[src/rtl/cpu_dbg_port_if.sv]
// Bus bundle between the CPU/IO/debug side and cpu_dbg_port.
// slave is the port view, master is the environment view.
interface cpu_dbg_port_if;
    logic        cpu_req;
    logic        cpu_we;
    logic [31:0] cpu_addr;
    logic [31:0] cpu_wdata;
    logic [31:0] cpu_rdata;
    logic        cpu_ready;
    logic        cpu_err;
    logic        io_busy;
    logic [15:0] io_addr;
    logic [31:0] io_dout;
    logic        io_we;
    logic        io_rd;
    logic [31:0] io_din;
    logic [15:0] chk_addr;
    logic [31:0] chk_data;
    logic [31:0] current_pc;
    logic        cpu_halt;
    logic [4:0]  rf_dbg_addr;
    logic [31:0] rf_dbg_data;
    logic [11:0] dm_dbg_addr;
    logic [31:0] dm_dbg_data;

    modport slave (
        input  cpu_req, cpu_we, cpu_addr, cpu_wdata, io_din, chk_addr,
               current_pc, cpu_halt, rf_dbg_data, dm_dbg_data,
        output cpu_rdata, cpu_ready, cpu_err, io_busy, io_addr, io_dout,
               io_we, io_rd, chk_data, rf_dbg_addr, dm_dbg_addr
    );

    modport master (
        output cpu_req, cpu_we, cpu_addr, cpu_wdata, io_din, chk_addr,
               current_pc, cpu_halt, rf_dbg_data, dm_dbg_data,
        input  cpu_rdata, cpu_ready, cpu_err, io_busy, io_addr, io_dout,
               io_we, io_rd, chk_data, rf_dbg_addr, dm_dbg_addr
    );
endinterface

[src/rtl/cpu_dbg_port.sv]
// CPU-to-IO bridge for a 256-byte IO window plus a free-running debug
// inspector that samples register file, data memory or bridge status.
module cpu_dbg_port #(
    parameter logic [15:0]  IO_BASE   = 16'hFF00,
    parameter int unsigned  IO_RD_LAT = 1,
    parameter int unsigned  DM_LAT    = 1
) (
    input  logic                  clk,
    input  logic                  rst,
    cpu_dbg_port_if.slave         bus_io
);
    localparam int unsigned DATA_W = 32;
    localparam int unsigned IO_AW  = 16;
    localparam int unsigned CNT_W  = 3;
    localparam int unsigned DM_W   = 2;

    typedef enum logic [1:0] {IO_IDLE, IO_ISSUE, IO_WAIT, IO_DONE} io_state_e;
    typedef enum logic [1:0] {DBG_SEL, DBG_WAIT, DBG_UPD} dbg_state_e;

    io_state_e           io_state_q;
    logic                we_q;
    logic [IO_AW-1:0]    io_addr_q;
    logic [DATA_W-1:0]   io_dout_q;
    logic                io_we_q;
    logic                io_rd_q;
    logic                io_busy_q;
    logic                cpu_ready_q;
    logic                cpu_err_q;
    logic [DATA_W-1:0]   cpu_rdata_q;
    logic [CNT_W-1:0]    wait_cnt_q;
    logic [DATA_W-1:0]   io_count_q;
    logic [DATA_W-1:0]   io_count_d;
    logic                in_window_c;

    dbg_state_e          dbg_state_q;
    logic [IO_AW-1:0]    dbg_addr_q;
    logic [DM_W-1:0]     dbg_wait_q;
    logic [DATA_W-1:0]   chk_data_q;
    logic [DATA_W-1:0]   chk_data_d;

    assign in_window_c = (bus_io.cpu_addr[31:8] == {16'h0, IO_BASE[15:8]});
    assign io_count_d  = io_count_q + DATA_W'(1);

    // IO bridge FSM; strobes and completion flags are single-cycle pulses
    always_ff @(posedge clk) begin
        if (rst) begin
            io_state_q  <= IO_IDLE;
            we_q        <= 1'b0;
            io_addr_q   <= '0;
            io_dout_q   <= '0;
            io_we_q     <= 1'b0;
            io_rd_q     <= 1'b0;
            io_busy_q   <= 1'b0;
            cpu_ready_q <= 1'b0;
            cpu_err_q   <= 1'b0;
            cpu_rdata_q <= '0;
            wait_cnt_q  <= '0;
            io_count_q  <= '0;
        end else begin
            io_we_q     <= 1'b0;
            io_rd_q     <= 1'b0;
            cpu_ready_q <= 1'b0;
            cpu_err_q   <= 1'b0;
            case (io_state_q)
                IO_IDLE: begin
                    if (bus_io.cpu_req) begin
                        if (in_window_c) begin
                            we_q       <= bus_io.cpu_we;
                            io_addr_q  <= bus_io.cpu_addr[15:0];
                            io_dout_q  <= bus_io.cpu_wdata;
                            io_we_q    <= bus_io.cpu_we;
                            io_rd_q    <= ~bus_io.cpu_we;
                            io_busy_q  <= 1'b1;
                            io_state_q <= IO_ISSUE;
                        end else begin
                            cpu_ready_q <= 1'b1;
                            cpu_err_q   <= 1'b1;
                            cpu_rdata_q <= '0;
                        end
                    end
                end
                IO_ISSUE: begin
                    if (we_q) begin
                        cpu_ready_q <= 1'b1;
                        cpu_rdata_q <= '0;
                        io_state_q  <= IO_DONE;
                    end else begin
                        wait_cnt_q <= CNT_W'(1);
                        io_state_q <= IO_WAIT;
                    end
                end
                IO_WAIT: begin
                    // io_din is valid IO_RD_LAT cycles after the ISSUE cycle
                    if (wait_cnt_q == CNT_W'(IO_RD_LAT)) begin
                        cpu_ready_q <= 1'b1;
                        cpu_rdata_q <= bus_io.io_din;
                        io_state_q  <= IO_DONE;
                    end else begin
                        wait_cnt_q <= wait_cnt_q + CNT_W'(1);
                    end
                end
                IO_DONE: begin
                    io_count_q <= io_count_d;
                    io_busy_q  <= 1'b0;
                    io_state_q <= IO_IDLE;
                end
                default: io_state_q <= IO_IDLE;
            endcase
        end
    end

    // Inspect mux, sampled only in UPD
    always_comb begin
        chk_data_d = '0;
        case (dbg_addr_q[15:12])
            4'h0: if (dbg_addr_q[4:0] != 5'd0) chk_data_d = bus_io.rf_dbg_data;
            4'h1: chk_data_d = bus_io.dm_dbg_data;
            4'hF: begin
                case (dbg_addr_q[1:0])
                    2'd0:    chk_data_d = bus_io.current_pc;
                    2'd1:    chk_data_d = {16'h0, io_addr_q};
                    2'd2:    chk_data_d = io_count_q;
                    default: chk_data_d = {31'h0, bus_io.cpu_halt};
                endcase
            end
            default: chk_data_d = '0;
        endcase
    end

    // Debug loop; a chk_addr change seen in WAIT restarts at SEL to bound latency
    always_ff @(posedge clk) begin
        if (rst) begin
            dbg_state_q <= DBG_SEL;
            dbg_addr_q  <= '0;
            dbg_wait_q  <= '0;
            chk_data_q  <= '0;
        end else begin
            case (dbg_state_q)
                DBG_SEL: begin
                    dbg_addr_q  <= bus_io.chk_addr;
                    dbg_wait_q  <= DM_W'(1);
                    dbg_state_q <= DBG_WAIT;
                end
                DBG_WAIT: begin
                    if (bus_io.chk_addr != dbg_addr_q) begin
                        dbg_state_q <= DBG_SEL;
                    end else if (dbg_addr_q[15:12] != 4'h1 ||
                                 dbg_wait_q == DM_W'(DM_LAT)) begin
                        dbg_state_q <= DBG_UPD;
                    end else begin
                        dbg_wait_q <= dbg_wait_q + DM_W'(1);
                    end
                end
                DBG_UPD: begin
                    chk_data_q  <= chk_data_d;
                    dbg_state_q <= DBG_SEL;
                end
                default: dbg_state_q <= DBG_SEL;
            endcase
        end
    end

    assign bus_io.cpu_rdata   = cpu_rdata_q;
    assign bus_io.cpu_ready   = cpu_ready_q;
    assign bus_io.cpu_err     = cpu_err_q;
    assign bus_io.io_busy     = io_busy_q;
    assign bus_io.io_addr     = io_addr_q;
    assign bus_io.io_dout     = io_dout_q;
    assign bus_io.io_we       = io_we_q;
    assign bus_io.io_rd       = io_rd_q;
    assign bus_io.chk_data    = chk_data_q;
    assign bus_io.rf_dbg_addr = dbg_addr_q[4:0];
    assign bus_io.dm_dbg_addr = dbg_addr_q[11:0];
endmodule
[src/flat_wrapper.sv]
// flat-port wrapper written by rule: the top's interface ports become plain ports
module cpu_dbg_port_flat 
#(
    parameter logic [15:0]  IO_BASE   = 16'hFF00,
    parameter int unsigned  IO_RD_LAT = 1,
    parameter int unsigned  DM_LAT    = 1
)
  (clk, rst, bus_io_cpu_req, bus_io_cpu_we, bus_io_cpu_addr, bus_io_cpu_wdata, bus_io_io_din, bus_io_chk_addr, bus_io_current_pc, bus_io_cpu_halt, bus_io_rf_dbg_data, bus_io_dm_dbg_data, bus_io_cpu_rdata, bus_io_cpu_ready, bus_io_cpu_err, bus_io_io_busy, bus_io_io_addr, bus_io_io_dout, bus_io_io_we, bus_io_io_rd, bus_io_chk_data, bus_io_rf_dbg_addr, bus_io_dm_dbg_addr);
  cpu_dbg_port_if bus_io_i ();
  input  logic clk;
  input  logic rst;
  input wire logic [$bits(bus_io_i.cpu_req)-1:0] bus_io_cpu_req;
  input wire logic [$bits(bus_io_i.cpu_we)-1:0] bus_io_cpu_we;
  input wire logic [$bits(bus_io_i.cpu_addr)-1:0] bus_io_cpu_addr;
  input wire logic [$bits(bus_io_i.cpu_wdata)-1:0] bus_io_cpu_wdata;
  input wire logic [$bits(bus_io_i.io_din)-1:0] bus_io_io_din;
  input wire logic [$bits(bus_io_i.chk_addr)-1:0] bus_io_chk_addr;
  input wire logic [$bits(bus_io_i.current_pc)-1:0] bus_io_current_pc;
  input wire logic [$bits(bus_io_i.cpu_halt)-1:0] bus_io_cpu_halt;
  input wire logic [$bits(bus_io_i.rf_dbg_data)-1:0] bus_io_rf_dbg_data;
  input wire logic [$bits(bus_io_i.dm_dbg_data)-1:0] bus_io_dm_dbg_data;
  output wire logic [$bits(bus_io_i.cpu_rdata)-1:0] bus_io_cpu_rdata;
  output wire logic [$bits(bus_io_i.cpu_ready)-1:0] bus_io_cpu_ready;
  output wire logic [$bits(bus_io_i.cpu_err)-1:0] bus_io_cpu_err;
  output wire logic [$bits(bus_io_i.io_busy)-1:0] bus_io_io_busy;
  output wire logic [$bits(bus_io_i.io_addr)-1:0] bus_io_io_addr;
  output wire logic [$bits(bus_io_i.io_dout)-1:0] bus_io_io_dout;
  output wire logic [$bits(bus_io_i.io_we)-1:0] bus_io_io_we;
  output wire logic [$bits(bus_io_i.io_rd)-1:0] bus_io_io_rd;
  output wire logic [$bits(bus_io_i.chk_data)-1:0] bus_io_chk_data;
  output wire logic [$bits(bus_io_i.rf_dbg_addr)-1:0] bus_io_rf_dbg_addr;
  output wire logic [$bits(bus_io_i.dm_dbg_addr)-1:0] bus_io_dm_dbg_addr;
  assign bus_io_i.cpu_req = bus_io_cpu_req;
  assign bus_io_i.cpu_we = bus_io_cpu_we;
  assign bus_io_i.cpu_addr = bus_io_cpu_addr;
  assign bus_io_i.cpu_wdata = bus_io_cpu_wdata;
  assign bus_io_i.io_din = bus_io_io_din;
  assign bus_io_i.chk_addr = bus_io_chk_addr;
  assign bus_io_i.current_pc = bus_io_current_pc;
  assign bus_io_i.cpu_halt = bus_io_cpu_halt;
  assign bus_io_i.rf_dbg_data = bus_io_rf_dbg_data;
  assign bus_io_i.dm_dbg_data = bus_io_dm_dbg_data;
  assign bus_io_cpu_rdata = bus_io_i.cpu_rdata;
  assign bus_io_cpu_ready = bus_io_i.cpu_ready;
  assign bus_io_cpu_err = bus_io_i.cpu_err;
  assign bus_io_io_busy = bus_io_i.io_busy;
  assign bus_io_io_addr = bus_io_i.io_addr;
  assign bus_io_io_dout = bus_io_i.io_dout;
  assign bus_io_io_we = bus_io_i.io_we;
  assign bus_io_io_rd = bus_io_i.io_rd;
  assign bus_io_chk_data = bus_io_i.chk_data;
  assign bus_io_rf_dbg_addr = bus_io_i.rf_dbg_addr;
  assign bus_io_dm_dbg_addr = bus_io_i.dm_dbg_addr;
  cpu_dbg_port #(.IO_BASE(IO_BASE), .IO_RD_LAT(IO_RD_LAT), .DM_LAT(DM_LAT)) u_core (.clk(clk), .rst(rst), .bus_io(bus_io_i));
endmodule
[config.mk]
export PLATFORM = sky130hd
export DESIGN_NAME = cpu_dbg_port_flat
export DESIGN_NICKNAME = d
export VERILOG_FILES = /design/src/rtl/cpu_dbg_port_if.sv /design/src/rtl/cpu_dbg_port.sv /design/src/flat_wrapper.sv
export SDC_FILE = /design/constraint.sdc
export NUM_CORES = 1
export LEC_CHECK = 0
export BUFFER_PORTS_ARGS = -buffer_cell sky130_fd_sc_hd__buf_2
export CORE_AREA = 4 4 134 136
export DETAILED_ROUTE_END_ITERATION = 10
export DIE_AREA = 0 0 138 140
export PLACE_DENSITY = 0.81
export REMOVE_ABC_BUFFERS = 1
export SYNTH_ARGS = -nofsm -noshare
export SYNTH_HDL_FRONTEND = slang
export SYNTH_SLANG_ARGS = --single-unit
[constraint.sdc]
create_clock -name clk -period 4.6 [get_ports clk]
set_clock_uncertainty 0.05 [all_clocks]
set_input_delay 0.69 -clock clk [delete_from_list [all_inputs] [get_ports clk]]
set_output_delay 0.69 -clock clk [all_outputs]
set_load 0.02 [all_outputs]
==> flow_summary.json <==
{
  "critPathKind": "reg2reg",
  "initial_core_util": 0.479,
  "drtPass1Iterations": 5,
  "synth_edf_count": 0,
  "hold_slack_ns": 0.400,
  "finalWeightedCongestion": 0.864,
  "cts_sinks": 175,
  "holdCritStartpoint": "u_core.bus_io.io_dout[10]$_SDFFE_PP0P_",
  "die_h_um": 140,
  "p_leak_nw": 4.45,
  "finalMaxSlewViolations": 0,
  "ys_seq_area_frac": 0.432,
  "dp_hpwl_mm": 17.9,
  "sw_frac_of_total": 0.245,
  "final_hold_viol_count": 0,
  "drc": 0,
  "grt-ovfl-total": 0,
  "slew_headroom": 0.208,
  "cts_root_buf": "clkbuf_16",
  "track_usage": 0.254,
  "core_mm2": 0.0169,
  "fin_area_mm2": 0.0103,
  "final_nets": 1482,
  "cts-buffers-inserted": 17,
  "cp-start-kind": "flop",
  "power.internal_mw": 2.50,
  "drv_cap": 0,
  "hold_path_end": "u_core.bus_io.io_dout[10]$_SDFFE_PP0P_",
  "fillerInstances": 1521,
  "p_total_mw": 3.30,
  "rows": 48,
  "combPwrFrac": 0.094,
  "cts_tree": "done",
  "r2r-end": "u_core.bus_io.cpu_rdata[0]$_SDFFE_PP0P_",
  "crit_arrival_ns": 3.48,
  "worstPathRequired_ns": 4.90,
  "cts_buffer_depth": 2,
  "drt.antenna.violating_nets": 0,
  "grt_first_pass_wirelength_mm": 40.4,
  "power_density_mw_per_mm2": 320,
  "netlist_area_mm2": 0.00812,
  "design.die.area_mm2": 0.0193,
  "status": "finished clean",
  "io_buffer_count": 346,
  "synth_cell_types": 51,
  "min_period_ns": 3.18,
  "rr_worst_depth": 7,
  "ctsHtreeMaxLevel": 4,
  "area_growth_pct": 27.1,
  "place_area_mm2": 0.00972,
  "hp-class": "reg2reg",
  "setup_viol": 0,
  "antenna_found_initial": 5,
  "synthArstFlopShare": 0,
  "via_per_inst": 5.43,
  "setup_slack_ns": 1.42,
  "period_share": 0.691,
  "postSynthCellCount": 982,
  "routedWlPerCell_um": 17.0,
  "clockPowerShare": 0.440,
  "switching_power_uw": 808,
  "max_freq_mhz": 315,
  "grt_pass1_vias": 7933,
  "routed_wl_mm": 25.5,
  "p_seq_frac": 0.466,
  "ctsResizeCount": 0,
  "cp_max_fo": 35,
  "holdPathStages": 2,
  "crit_path_end_kind": "flop",
  "dr_total_vias": 8155,
  "pin_count": 347,
  "hold_buffers": 0,
  "drt_iter0_drc": 515,
  "tns_ns": 0,
  "grt_max_degree": 95,
  "r2r_start": "u_core.io_state_q[0]$_SDFFE_PP0P_",
  "post_synth.cell_area_avg_um2": 8.27,
  "rsz0062_at_grt": "no",
  "post-cts-setup-buffer-count": 0,
  "peakVddDrop_v": 0.000255,
  "r2r_slack_ns": 1.42,
  "clk_latency_ns": 0.42,
  "yosysWarningCount": 0,
  "drive_gt1_frac": 0.326,
  "die_w_um": 138,
  "tightest_slew_ns": 1.19,
  "ys_ff_latch": 175,
  "yosys_most_used_dff": "dfxtp_1",
  "clk_pin_slew_ns": 0.07,
  "dp_slack_ns": 1.42
}
==> metal layers <==
layer | global-route usage | vias up | share of wire
met2 | 0.427 | 346 | 0.48
met1 | 0.306 | 3746 | 0.41
met4 | 0.107 | 4 | 0.032
met3 | 0.0710 | 57 | 0.081
li1 | - | 4002 | -
met5 | 0 | - | 0.00082
==> sequential cells by signal, indices dropped and copies added, names as in the netlist <==
signal / count
u_core.bus_io.chk_data: 32
u_core.bus_io.cpu_rdata: 32
u_core.bus_io.io_dout: 32
u_core.io_count_q: 32
u_core.bus_io.io_addr: 16
u_core.dbg_addr_q: 16
u_core.wait_cnt_q: 3
u_core.dbg_state_q: 2
u_core.dbg_wait_q: 2
u_core.io_state_q: 2
u_core.bus_io.cpu_err: 1
u_core.bus_io.cpu_ready: 1
u_core.bus_io.io_busy: 1
u_core.bus_io.io_rd: 1
u_core.bus_io.io_we: 1
u_core.we_q: 1
==> through the flow <==
step                utilization  cells
global placement          0.574   1467
finish                    0.609   1501
floorplan                     -    888
detailed placement        0.574   1467
global route              0.609   1501
CTS                       0.609   1499
==> critical path, cell delays in order (launching register included) <==
cell	delay (ns)
dfxtp_1	0.35
inv_1	0.11
ha_1	0.96
nor2_1	0.08
o21ai_0	0.22
and2_1	0.91
nand4_1	0.20
a21oi_1	0.21
==> worst max path at each step <==
stage                                               endpoint  depth (start not counted)                              start  slack (ns)
detailed placement   u_core.bus_io.cpu_rdata[0]$_SDFFE_PP0P_                          7  u_core.io_state_q[0]$_SDFFE_PP0P_        1.42
global placement    u_core.bus_io.cpu_rdata[31]$_SDFFE_PP0P_                          7  u_core.io_state_q[0]$_SDFFE_PP0P_        1.56
finish               u_core.bus_io.cpu_rdata[0]$_SDFFE_PP0P_                          7  u_core.io_state_q[0]$_SDFFE_PP0P_        1.42
global route         u_core.bus_io.cpu_rdata[9]$_SDFFE_PP0P_                          7  u_core.io_state_q[0]$_SDFFE_PP0P_        0.93
CTS                 u_core.bus_io.cpu_rdata[16]$_SDFFE_PP0P_                          7  u_core.io_state_q[0]$_SDFFE_PP0P_        1.40
floorplan            u_core.bus_io.chk_data[16]$_SDFFE_PP0N_                          5  u_core.dbg_addr_q[1]$_SDFFE_PP0P_        0.70
==> synth_stat cells, drive strengths merged (5+ instances only) <==
library cell  number  area (um2)
mux2i             34         340
nor4              13         109
a21oi            114         571
nand3             12        65.1
ha                 8         100
a221oi            16         228
or3                5        31.3
and3               7        43.8
nor2b              5        31.3
nand2            164         616
o21ai             90         450
nand4             46         294
a22oi             16         120
xor2              37         324
a31oi             18         113
inv                9        33.8
dfxtp            175        3500
nor3               7        45.0
and4               8        70.1
nor2              75         284
xnor2              5        43.8
buf               44         305
clkbuf            50         189
==> power by group through the flow <==
| stage | Combinational, mW | Clock [mW] | Sequential [mW] |
|---|---|---|---|
| 3_5_place_dp | 0.308 | 0 | 1.58 |
| 5_1_grt | 0.338 | 1.54 | 1.54 |
| 3_3_place_gp | 0.305 | 0 | 1.58 |
| 2_1_floorplan | 0.120 | 0 | 1.59 |
| 6_report | 0.309 | 1.45 | 1.54 |
| 4_1_cts | 0.310 | 1.48 | 1.54 |
==> logic make-up after synthesis <==
| kind of cell | after synthesis | share of synthesized area |
|---|---|---|
| xor+xnor | 42 | 0.0453 |
| flops | 175 | 0.432 |
| fa+ha+maj | 8 | 0.0123 |
| simple gates | 355 | 0.208 |
| buf+inv | 103 | 0.0651 |
| compound gates | 263 | 0.191 |
| mux | 36 | 0.0461 |
==> placed cells by master, fill, tap and decap left out, types with 2 or more instances in the layout <==
cell        instances
buf_2             345
dfxtp_1           174
nand2_1           164
a21oi_1           114
o21ai_0            86
nor2_1             73
nand4_1            45
xor2_1             37
mux2i_1            34
a31oi_1            18
clkbuf_16          17
a22oi_1            16
a221oi_2           14
nand3_1            11
nor4_1             10
inv_1               9
buf_4               9
and4_1              8
ha_1                8
and3_1              7
nor2b_1             5
or3_1               5
nor3_1              5
xnor2_1             5
o21ai_1             4
nand2b_1            3
a211oi_1            3
clkinv_2            3
clkinvlp_4          3
inv_6               3
diode_2             2
o21a_1              2
nor4_2              2
and2_1              2
a221oi_1            2
or2_2               2
bufinv_16           2
clkbuf_8            2
==> area by class of cell <==
class	count	area [um2]	area share
Antenna cell	2	5.00	0.000485
Multi-Input combinational cell	704	4110	0.398
Clock buffer	20	457	0.0443
Timing Repair Buffer	354	1790	0.174
Sequential cell	175	3500	0.340
Inverter	9	33.8	0.00328
Clock inverter	12	133	0.0129
Tap cell	225	282	0.0273
Power figures use the tool's default switching activity.
